<file path="config.mk">
export PLATFORM = sky130hd
export DESIGN_NAME = uart_tx_fifo
export DESIGN_NICKNAME = d
export VERILOG_FILES = /design/src/rtl/uart_tx_fifo.sv
export SDC_FILE = /design/constraint.sdc
export NUM_CORES = 1
export LEC_CHECK = 0
export ABC_CLOCK_PERIOD_IN_PS = 5900
export BUFFER_PORTS_ARGS = -buffer_cell sky130_fd_sc_hd__buf_2
export CAP_MARGIN = 15
export CORE_MARGIN = 2
export CORE_UTILIZATION = 50
export CTS_BUF_LIST = sky130_fd_sc_hd__clkbuf_2
export CTS_CLUSTER_DIAMETER = 150
export CTS_CLUSTER_SIZE = 10
export DETAILED_ROUTE_END_ITERATION = 8
export PLACE_DENSITY_LB_ADDON = 0.2
export SYNTH_ARGS = -nofsm -noshare
export SYNTH_HDL_FRONTEND = slang
export SYNTH_SLANG_ARGS = --single-unit
export TNS_END_PERCENT = 1
</file>
<file path="constraint.sdc">
create_clock -name clk -period 5.9 [get_ports clk]
set_input_delay 0.295 -clock clk [delete_from_list [all_inputs] [get_ports clk]]
set_output_delay 0.295 -clock clk [all_outputs]
set_load 0.05 [all_outputs]
</file>
<file path="src/rtl/uart_tx_fifo.sv">
// uart_tx_fifo
//   Transmit buffer between the LSU store path and the UART register block.
//   Bytes pushed by software are queued in a circular buffer. A drain FSM
//   sends each byte as two UART register writes, first data and then
//   control/start. It then waits for the UART frame-done pulse before it
//   takes the next byte.
//
// Ports
//   clk          rising-edge system clock
//   rst          synchronous reset, active-high
//   push         single-cycle strobe: enqueue push_data
//   push_data    byte to enqueue
//   ovf_clr      clears the sticky overflow flag
//   tx_complete  one-cycle UART frame-done pulse
//   u_wr_en      UART register write strobe (one cycle per write)
//   u_addr       UART register address (holds while u_wr_en is low)
//   u_wdata      UART register write data (holds while u_wr_en is low)
//   full         count == DEPTH
//   empty        count == 0
//   count        exact FIFO occupancy
//   overflow     sticky: a push was attempted while full
//   fifo_low     count <= THRESH (level interrupt source)
//   busy         drain FSM is not idle
module uart_tx_fifo #(
   parameter int          DEPTH      = 8,
   parameter logic [31:0] UDATA_ADDR = 32'h0000_0000,
   parameter logic [31:0] UCTR_ADDR  = 32'h0000_0008,
   parameter logic [31:0] CTR_START  = 32'h0000_0001,
   parameter int          THRESH     = 2
) (
   input  logic                     clk,
   input  logic                     rst,
   input  logic                     push,
   input  logic [7:0]               push_data,
   input  logic                     ovf_clr,
   input  logic                     tx_complete,
   output logic                     u_wr_en,
   output logic [31:0]              u_addr,
   output logic [31:0]              u_wdata,
   output logic                     full,
   output logic                     empty,
   output logic [$clog2(DEPTH):0]   count,
   output logic                     overflow,
   output logic                     fifo_low,
   output logic                     busy
);

   localparam int            AW       = $clog2(DEPTH);
   localparam logic [AW:0]   FULL_LVL = (AW+1)'(DEPTH);
   localparam logic [AW:0]   LOW_LVL  = (AW+1)'(THRESH);

   typedef enum logic [1:0] {IDLE, WR_DATA, WR_CTRL, WAIT_DONE} state_t;

   state_t         state;
   state_t         state_next;
   logic [7:0]     mem [DEPTH];
   logic [AW-1:0]  rd_ptr;
   logic [AW-1:0]  wr_ptr;
   logic           pop;
   logic           accept;
   logic           drop;
   logic           wr_en_d;
   logic [31:0]    addr_d;
   logic [31:0]    wdata_d;

   // The head leaves the FIFO in the same cycle its data write is on the bus.
   // A push while full still fits when that pop frees a slot at the same edge.
   assign pop    = (state == WR_DATA);
   assign accept = push && (!full || pop);
   assign drop   = push && full && !pop;

   assign full     = (count == FULL_LVL);
   assign empty    = (count == '0);
   assign fifo_low = (count <= LOW_LVL);
   assign busy     = (state != IDLE);

   // FIFO control: pointers, exact occupancy, sticky overflow
   always_ff @(posedge clk) begin
      if (rst) begin
         rd_ptr   <= '0;
         wr_ptr   <= '0;
         count    <= '0;
         overflow <= 1'b0;
      end else begin
         if (accept) wr_ptr <= wr_ptr + 1'b1;
         if (pop)    rd_ptr <= rd_ptr + 1'b1;
         case ({accept, pop})
            2'b10:   count <= count + 1'b1;
            2'b01:   count <= count - 1'b1;
            default: count <= count;
         endcase
         // A new overflow takes priority over a clear in the same cycle
         if (drop)         overflow <= 1'b1;
         else if (ovf_clr) overflow <= 1'b0;
      end
   end

   // Storage is plain data and needs no reset; count alone decides validity
   always_ff @(posedge clk) begin
      if (accept) mem[wr_ptr] <= push_data;
   end

   // Drain FSM: state register
   always_ff @(posedge clk) begin
      if (rst) state <= IDLE;
      else     state <= state_next;
   end

   // Drain FSM: next state
   always_comb begin
      state_next = state;
      case (state)
         IDLE:      if (!empty) state_next = WR_DATA;
         WR_DATA:   state_next = WR_CTRL;
         WR_CTRL:   state_next = WAIT_DONE;
         WAIT_DONE: if (tx_complete) state_next = IDLE;
         default:   state_next = IDLE;
      endcase
   end

   // Drain FSM: outputs are decoded from the next state and then registered.
   // As a result, the bus write appears in the same cycle as the state that
   // issues it.
   always_comb begin
      wr_en_d = 1'b0;
      addr_d  = u_addr;
      wdata_d = u_wdata;
      case (state_next)
         WR_DATA: begin
            wr_en_d = 1'b1;
            addr_d  = UDATA_ADDR;
            wdata_d = {24'b0, mem[rd_ptr]};
         end
         WR_CTRL: begin
            wr_en_d = 1'b1;
            addr_d  = UCTR_ADDR;
            wdata_d = CTR_START;
         end
         default: ;
      endcase
   end

   always_ff @(posedge clk) begin
      if (rst) begin
         u_wr_en <= 1'b0;
         u_addr  <= '0;
         u_wdata <= '0;
      end else begin
         u_wr_en <= wr_en_d;
         u_addr  <= addr_d;
         u_wdata <= wdata_d;
      end
   end

endmodule

</file>
==> results.py, run 1 <==
metrics = {
    "outcome": {
        "status": "finished, final reports clean",
    },
    "floorplan": {
        "row_count": 32,
        "design.core.area_um2": 7770,
        "die-area_um2": 8750,
        "start_util": 0.516,
        "die_h_um": 93.5,
        "num_io_pins": 87,
        "die_w_um": 93.5,
    },
    "logic_synthesis": {
        "syn_avg_cell_area_um2": 13.9,
        "synth_top_area_frac": 0.479,
        "syn_inst": 289,
        "ys_types": 41,
        "synth-compound-area-share": 0.0496,
        "yosys.area.top_type": "edfxtp_1",
        "synthFlopType": "edfxtp_1",
        "ys.warnings.count": 0,
        "synth_edf_count": 64,
        "async_flop_share": 0,
        "synth-seq-area-share": 0.609,
        "synth_area_um2": 4010,
        "synth_xor_area_frac": 0.0109,
        "synth_top_family_by_area": "buffers and inverters",
        "ys_ff_latch": 90,
        "synth_area_leaders": "edfxtp_1 48%, dfxtp_1 13%, buf_4 11%",
        "synthMuxAreaShare": 0.104,
        "synthAdderAreaFrac": 0.0156,
        "synthSimpleGateAreaFrac": 0.0843,
    },
    "critical_path": {
        "cp.required_ns": 6.38,
        "startpoint_type": "register",
        "crit_chain": "nor4_1, nor2_1, o21ai_0, ha_1, nor2_1, a32oi_1, nor2_1",
        "cpMostUsedCell": "nor2_1",
        "endpoint_kind": "register",
        "critPathArrivalTime_ns": 3.02,
        "max_stage_delay_ns": 0.52,
        "cp_slowest_cell": "nor2_1",
        "crit_fanout": 11,
        "criticalPathCategory": "reg -> reg",
    },
    "grt": {
        "antenna_found_initial": 0,
        "grt_max_degree": 28,
        "grt_pass1_wl_um": 10500,
        "grt_pass1_vias": 1978,
        "overflow": 0,
        "grt_use_total": 0.165,
    },
    "route": {
        "routed_wl_um": 6790,
        "viasPerCell": 4.95,
        "ant_nets": 0,
        "wl_per_cell_um": 15.7,
        "remaining_drc_errors": 0,
        "drt_iter0_drc": 106,
        "via_count": 2140,
        "firstDrtPassIters": 4,
    },
    "finish": {
        "final_common_cell": "edfxtp_1",
        "final_core_util": 0.538,
        "area_growth_pct": 4.28,
        "fill_cells": 667,
        "stdcell_area_um2": 4180,
        "final_nets": 343,
        "layout-drive-gt1-share": 0.215,
        "multi_input_area_um2": 1280,
        "seqCellArea_um2": 2440,
        "final_cell_mix": "64 x edfxtp_1, 55 x conb_1, 31 x buf_2",
        "n_antenna_cell": 0,
    },
    "place": {
        "place_congestion": 0.712,
        "io_buffers": 31,
        "placed_cell_area_um2": 4040,
        "post-dp-hpwl_um": 4550,
    },
    "clock_tree": {
        "cts_root_buffer": "clkbuf_2",
        "path_clk_slew_ns": 0.26,
        "cts.sinks": 90,
        "cts_tree": "yes",
        "cts.htree.levels": 3,
        "clock_latency_ns": 0.53,
        "cts_buffers": 9,
        "post_cts.repair.setup_buffers": 0,
        "ctsLongestPathBuffers": 2,
        "post_cts_resized": 0,
    },
    "timing": {
        "min_period_ns": 2.53,
        "fin_setup_tns_ns": 0,
        "clock.fmax_mhz": 395,
        "rsz0062_at_grt": "false",
        "hold_viol_final": 0,
        "max_slew_margin": 0.401,
        "slew_violations": 0,
        "fin_crit_sh": 0.429,
        "fin_worst_skew_ns": 0.0337,
        "setup-violations-final": 0,
        "tightest_slew_ns": 0.895,
    },
    "power": {
        "max-vdd-ir-drop_mv": 0.190,
        "total_leakage_power_nw": 1.57,
        "total_power_mw": 1.81,
        "power_density_nw_per_um2": 434,
    },
    "hold_path": {
        "hp-class": "in -> reg",
    },
    "run": {
        "drv_cap": 0,
    },
}
critical path, delay by kind of cell (launching register included):
family,cells,cell delay [ns]
flops,1,0.44
compound gates,2,0.52
fa+ha+maj,1,0.45
simple gates,4,1.07
metal layers:
metal  GRT usage  part of all wire
met1       0.227              0.45
met2       0.257              0.48
met3      0.0330             0.051
met4      0.0713             0.018
met5           0                 0
repair_timing:
item / in CTS / in global routing
endpoints found under the hold margin: 2 / 0
setup endpoints to repair: 0 / 0
hold buffers: 2 / 0
where the power goes:
part           internal (mW)  switching, mW  total [mW]
Clock                  0.101          0.213       0.314
Combinational          0.220          0.481       0.701
Sequential             0.743         0.0543       0.798
Total                   1.06          0.748        1.81
area by class of cell:
class	count	share of cell area
sequential	90	0.584
multi-input combinational	185	0.305
timing repair buffer	37	0.0491
tap	102	0.0305
clock inverter	7	0.0183
clock buffer	9	0.0108
inverter	2	0.00180
Yosys cell counts (5+ instances only):
cell type  number
mux2i_1        18
ha_1            5
buf_4          57
a32oi_1         7
nor2b_1         5
nand2b_1       11
mux4_2          9
nand2_1         6
dfxtp_1        26
nor3_1          6
edfxtp_1       64
a22oi_1         7
nor2_1         25
flip-flops by register name, summed over array words and instances, names as in the netlist, named ones only:
signal and flops:
mem 64, u_wdata 8, overflow 1, state 2
u_addr 1, wr_ptr 3, count 4, rd_ptr 3
u_wr_en 1
metrics by stage:
stage / setup WS [ns] / hold slack [ns] / cells
after floorplan: 2.40 / 0.394 / 343
after global placement: 3.61 / 0.473 / 414
after detailed placement: 3.44 / 0.472 / 414
after CTS: 3.32 / 0.00179 / 432
after global routing: 3.10 / 0.00186 / 432
final: 3.37 / 0.0205 / 432
logic make-up after synthesis:
logic type                 count (synthesis)
AOI/OAI and AO/OA                         25
xor gates and xnor gates                   5
adders and majority gates                  5
buffers and inverters                     68
DFF                                       90
muxes                                     30
other                                      1
and+or+nand+nor                           65
path summary, 6_finish.rpt:
kind	start	end	slack, ns	cells past startpoint
worst max register to register	count[0]	u_wdata[6]	3.37	7
worst max-delay path	count[0]	u_wdata[6]	3.37	7
worst min register to register	rd_ptr[1]	register	0.49	2
worst min-delay path	push_data[5]	mem[2][5]	0.02	1
Power figures use the tool's default switching activity.
==> inputs of run 2 (changes only) <==
--- a/config.mk
+++ b/config.mk
@@ -5,7 +5,7 @@
 export SDC_FILE = /design/constraint.sdc
 export NUM_CORES = 1
 export LEC_CHECK = 0
-export ABC_CLOCK_PERIOD_IN_PS = 5900
+export ABC_CLOCK_PERIOD_IN_PS = 2590
 export BUFFER_PORTS_ARGS = -buffer_cell sky130_fd_sc_hd__buf_2
 export CAP_MARGIN = 15
 export CORE_MARGIN = 2
==> constraint.sdc (replaced) <==
create_clock -name clk -period 2.59 [get_ports clk]
set_input_delay 0.1295 -clock clk [delete_from_list [all_inputs] [get_ports clk]]
set_output_delay 0.1295 -clock clk [all_outputs]
set_load 0.05 [all_outputs]
==> results.py, run 2 (synthesized netlist as in run 1, its figures left out) <==
metrics = {
    "timing": {
        "fin_setup_tns_ns": 0,
        "min_period_ns": 2.33,
        "tightest_slew_ns": 0.693,
        "slew_violations": 0,
        "hold_slack_ns": 0.0627,
        "setup-violations-final": 0,
        "fin_crit_sh": 0.898,
        "max_slew_margin": 0.536,
        "hold_viol_final": 0,
        "clock.fmax_mhz": 430,
        "rsz0062_at_grt": "false",
        "fin_worst_skew_ns": 0.0194,
    },
    "route": {
        "ant_nets": 0,
        "firstDrtPassIters": 4,
        "routed_wl_um": 7330,
        "wl_per_cell_um": 16.3,
        "viasPerCell": 4.92,
        "drt_iter0_drc": 116,
        "remaining_drc_errors": 0,
        "via_count": 2218,
    },
    "finish": {
        "final_nets": 362,
        "final_common_cell": "edfxtp_1",
        "n_antenna_cell": 0,
        "layout-drive-gt1-share": 0.215,
        "fin_cells": 451,
        "largest-register": "mem",
        "largest_reg_flops": 64,
        "fill_cells": 669,
        "multi_input_area_um2": 1280,
        "reg_top3": "mem: 64 flops, u_wdata: 8 flops, count: 4 flops",
        "seqCellArea_um2": 2440,
        "final_cell_mix": "64 x edfxtp_1, 55 x conb_1, 31 x buf_2",
        "area_growth_pct": 7.68,
    },
    "power": {
        "total_power_mw": 4.09,
        "total_leakage_power_nw": 1.65,
        "max-vdd-ir-drop_mv": 0.487,
        "power_density_nw_per_um2": 949,
    },
    "hold_path": {
        "hp-class": "in -> reg",
    },
    "grt": {
        "antenna_found_initial": 0,
        "grt_use_total": 0.180,
        "grt_max_degree": 28,
        "grt_pass1_vias": 2155,
        "grt_pass1_wl_um": 11400,
        "overflow": 0,
    },
    "floorplan": {
        "design.core.area_um2": 7770,
        "num_io_pins": 87,
        "start_util": 0.516,
        "die_h_um": 93.5,
        "row_count": 32,
        "die-area_um2": 8750,
        "die_w_um": 93.5,
    },
    "clock_tree": {
        "clock_latency_ns": 0.53,
        "cts_buffers": 9,
        "ctsLongestPathBuffers": 2,
        "post_cts_resized": 0,
        "cts.sinks": 90,
        "cts.htree.levels": 3,
        "path_clk_slew_ns": 0.22,
        "cts_tree": "yes",
        "cts_root_buffer": "clkbuf_2",
    },
    "critical_path": {
        "ff2ff_setup_slack_ns": 0.26,
        "endpoint_kind": "register",
        "startpoint_type": "register",
        "crit_fanout": 9,
        "critPathArrivalTime_ns": 2.80,
        "criticalPathCategory": "reg -> reg",
        "cp.required_ns": 3.07,
    },
    "place": {
        "dp.cells": 422,
        "place_congestion": 0.724,
        "post-dp-hpwl_um": 4850,
        "io_buffers": 31,
    },
    "run": {
        "drv_cap": 0,
    },
    "outcome": {
        "status": "finished, final reports clean",
    },
}
-- run 2: per-stage QoR --
step,util,worst slack [ns],cell area [um2]
6_report,0.556,0.264,4320
5_1_grt,0.556,0.0281,4320
4_1_cts,0.556,0.241,4320
3_5_place_dp,0.528,0.281,4100
3_3_place_gp,0.528,0.387,4100
2_1_floorplan,-,0.0390,4230
-- run 2: critical path: stages (launching register included) --
cell,delay [ns]
dfxtp_1,0.45
nor4_4,0.29
nor2_1,0.06
o21ai_0,0.30
ha_1,0.31
nor2_1,0.55
a32oi_1,0.20
nor2_1,0.12
-- run 2: path summary, 6_finish.rpt --
kind         depth (start not counted)        from         end
max                                  7    count[0]  u_wdata[3]
min                                  4        push   wr_ptr[0]
min reg2reg                          2  u_wdata[0]  u_wdata[0]
max reg2reg                          7    count[0]  u_wdata[3]
-- run 2: final cells by class --
cell class | instances | area share
clock inverters | 6 | 0.00754
well taps | 102 | 0.0296
multi-input cells | 185 | 0.297
clock buffers | 10 | 0.0116
inverters | 2 | 0.00174
repair buffers | 56 | 0.0870
flip-flops and latches | 90 | 0.566
-- run 2: report_power, final --
| part | internal, mW | total [mW] | switching [mW] |
|---|---|---|---|
| sequential | 1.69 | 1.82 | 0.131 |
| clock | 0.123 | 0.577 | 0.454 |
| combinational | 0.563 | 1.69 | 1.13 |
| total | 2.38 | 4.09 | 1.72 |
-- run 2: what timing repair did --
action,in CTS,in global routing
setup endpoints to repair,0,0
endpoints found under the hold margin,69,0
setup buffers,0,0
hold buffers,13,0
-- run 2: layer usage --
layer	GRT usage	part of all wire	up-vias
met3	0.0298	0.051	8
met4	0.0833	0.014	0
met1	0.243	0.43	1084
li1	-	-	1050
met5	0	0	-
met2	0.288	0.50	76
==> inputs of run 3 (changes only) <==
--- a/config.mk
+++ b/config.mk
@@ -14,7 +14,7 @@
 export CTS_CLUSTER_DIAMETER = 150
 export CTS_CLUSTER_SIZE = 10
 export DETAILED_ROUTE_END_ITERATION = 8
-export PLACE_DENSITY_LB_ADDON = 0.2
+export PLACE_DENSITY = 0.73
 export SYNTH_ARGS = -nofsm -noshare
 export SYNTH_HDL_FRONTEND = slang
 export SYNTH_SLANG_ARGS = --single-unit
==> results.py, run 3 (synthesized netlist as in run 1, its figures left out) <==
metrics = {
    "outcome": {
        "status": "finished, final reports clean",
    },
    "timing": {
        "max_slew_margin": 0.584,
        "rsz0062_at_grt": "false",
        "fin_ws_ns": 0.345,
        "hold_slack_ns": 0.0311,
        "slew_violations": 0,
        "hold_viol_final": 0,
        "fin_crit_sh": 0.867,
        "min_period_ns": 2.25,
        "fin_setup_tns_ns": 0,
        "setup-violations-final": 0,
        "clock.fmax_mhz": 445,
        "fin_worst_skew_ns": 0.0426,
        "tightest_slew_ns": 0.622,
    },
    "place": {
        "io_buffers": 31,
        "post-dp-hpwl_um": 4530,
        "preCtsSetupSlack_ns": 0.262,
        "place_congestion": 0.737,
    },
    "clock_tree": {
        "cts_buffers": 9,
        "clock_latency_ns": 0.55,
        "cts.sinks": 90,
        "post_cts.repair.setup_buffers": 0,
        "cts_tree": "yes",
        "cts.htree.levels": 3,
        "path_clk_slew_ns": 0.23,
        "ctsLongestPathBuffers": 2,
        "cts_root_buffer": "clkbuf_2",
    },
    "finish": {
        "layout-drive-gt1-share": 0.221,
        "final_common_cell": "edfxtp_1",
        "final_cell_mix": "64 x edfxtp_1, 55 x conb_1, 31 x buf_2",
        "area_growth_pct": 8.15,
        "n_antenna_cell": 0,
        "largest_reg_flops": 64,
        "largest-register": "mem",
        "reg_top3": "mem: 64 flops, u_wdata: 8 flops, count: 4 flops",
        "final_core_util": 0.558,
        "final_nets": 357,
    },
    "critical_path": {
        "cp.required_ns": 3.08,
        "critPathArrivalTime_ns": 2.74,
        "cp_top_family": "simple AND/OR/NAND/NOR gates",
        "cp_slowest_cell": "ha_1",
        "crit_fanout": 11,
        "cpMostUsedCell": "nor2_1",
        "criticalPathCategory": "reg -> reg",
        "endpoint_kind": "register",
        "crit_chain": "nor4_4, nor2_1, o21ai_0, ha_1, nor2_2, a32oi_1, nor2_1",
        "path_buf_inv": 0,
        "max_stage_delay_ns": 0.44,
        "startpoint_type": "register",
    },
    "grt": {
        "grt_pass1_vias": 2003,
        "grt_busiest_layer": "met2",
        "grtUsageMet1": 0.213,
        "grtUsageMet3": 0.0451,
        "grt_pass1_wl_um": 10400,
        "met2_usage": 0.264,
        "grt_max_degree": 28,
        "antenna_found_initial": 0,
        "grt_use_total": 0.163,
        "overflow": 0,
    },
    "floorplan": {
        "die_w_um": 93.5,
        "num_io_pins": 87,
        "die_h_um": 93.5,
        "start_util": 0.516,
        "row_count": 32,
        "die-area_um2": 8750,
        "design.core.area_um2": 7770,
    },
    "power": {
        "max-vdd-ir-drop_mv": 0.367,
        "power_density_nw_per_um2": 981,
        "total_leakage_power_nw": 1.65,
    },
    "route": {
        "firstDrtPassIters": 4,
        "remaining_drc_errors": 0,
        "routed_wl_um": 6760,
        "drt_iter0_drc": 160,
        "via_count": 2203,
        "wl_per_cell_um": 15.2,
        "ant_nets": 0,
        "viasPerCell": 4.94,
    },
    "run": {
        "drv_cap": 0,
    },
    "hold_path": {
        "hp-class": "in -> reg",
    },
}
## run 3: changes by cell type in the layout (fill, tap and decap cells not counted), sizes merged
cell,previous run,this run
buf,43,40
bufinv,0,2
clkbuf,10,11
clkinv,4,2
clkinvlp,1,0
dlygate4sd3,13,11
## run 3: what timing repair did
item / CTS / global route
hold buffers: 11 / 0
gates resized for setup: 0 / 1
setup endpoints to repair: 0 / 1
endpoints found under the hold margin: 72 / 0
## run 3: cell type report
cell class / count / area (um2)
fillers: 615 / 3430
flip-flops and latches: 90 / 2440
multi-input cells: 185 / 1280
repair buffers: 51 / 333
well taps: 102 / 128
clock inverters: 5 / 86.3
clock buffers: 11 / 55.1
inverters: 2 / 7.51
## run 3: power breakdown
part           switching [mW]  internal [mW]
clock                   0.471          0.335
sequential              0.131           1.69
combinational            1.09          0.533
total                    1.69           2.56
## run 3: per-stage QoR
step,std cells,area (um2),power (mW)
final,446,4340,4.25
after global routing,446,4340,4.48
after CTS,446,4330,4.27
after detailed placement,419,4080,3.46
after global placement,419,4080,3.42
after floorplan,343,4230,3.24
## run 3: worst paths after layout
check	from	to	slack (ns)	cells past startpoint
worst max-delay path	count[3]	u_wdata[1]	0.34	7
worst min-delay path	push	count[3]	0.03	4
worst max register to register	count[3]	u_wdata[1]	0.34	7
worst min register to register	rd_ptr[1]	register	0.50	2
## run 3: per-layer routing
layer,wire length (um),part of all wire
met1,2820,0.42
met2,3420,0.51
met3,425,0.063
met4,96,0.014
met5,0,0
## run 3: worst min-delay path, cell delays in order
cell     delay [ns]
buf_2          0.15
nand3_1        0.09
and3b_1        0.16
nor3_1         0.04
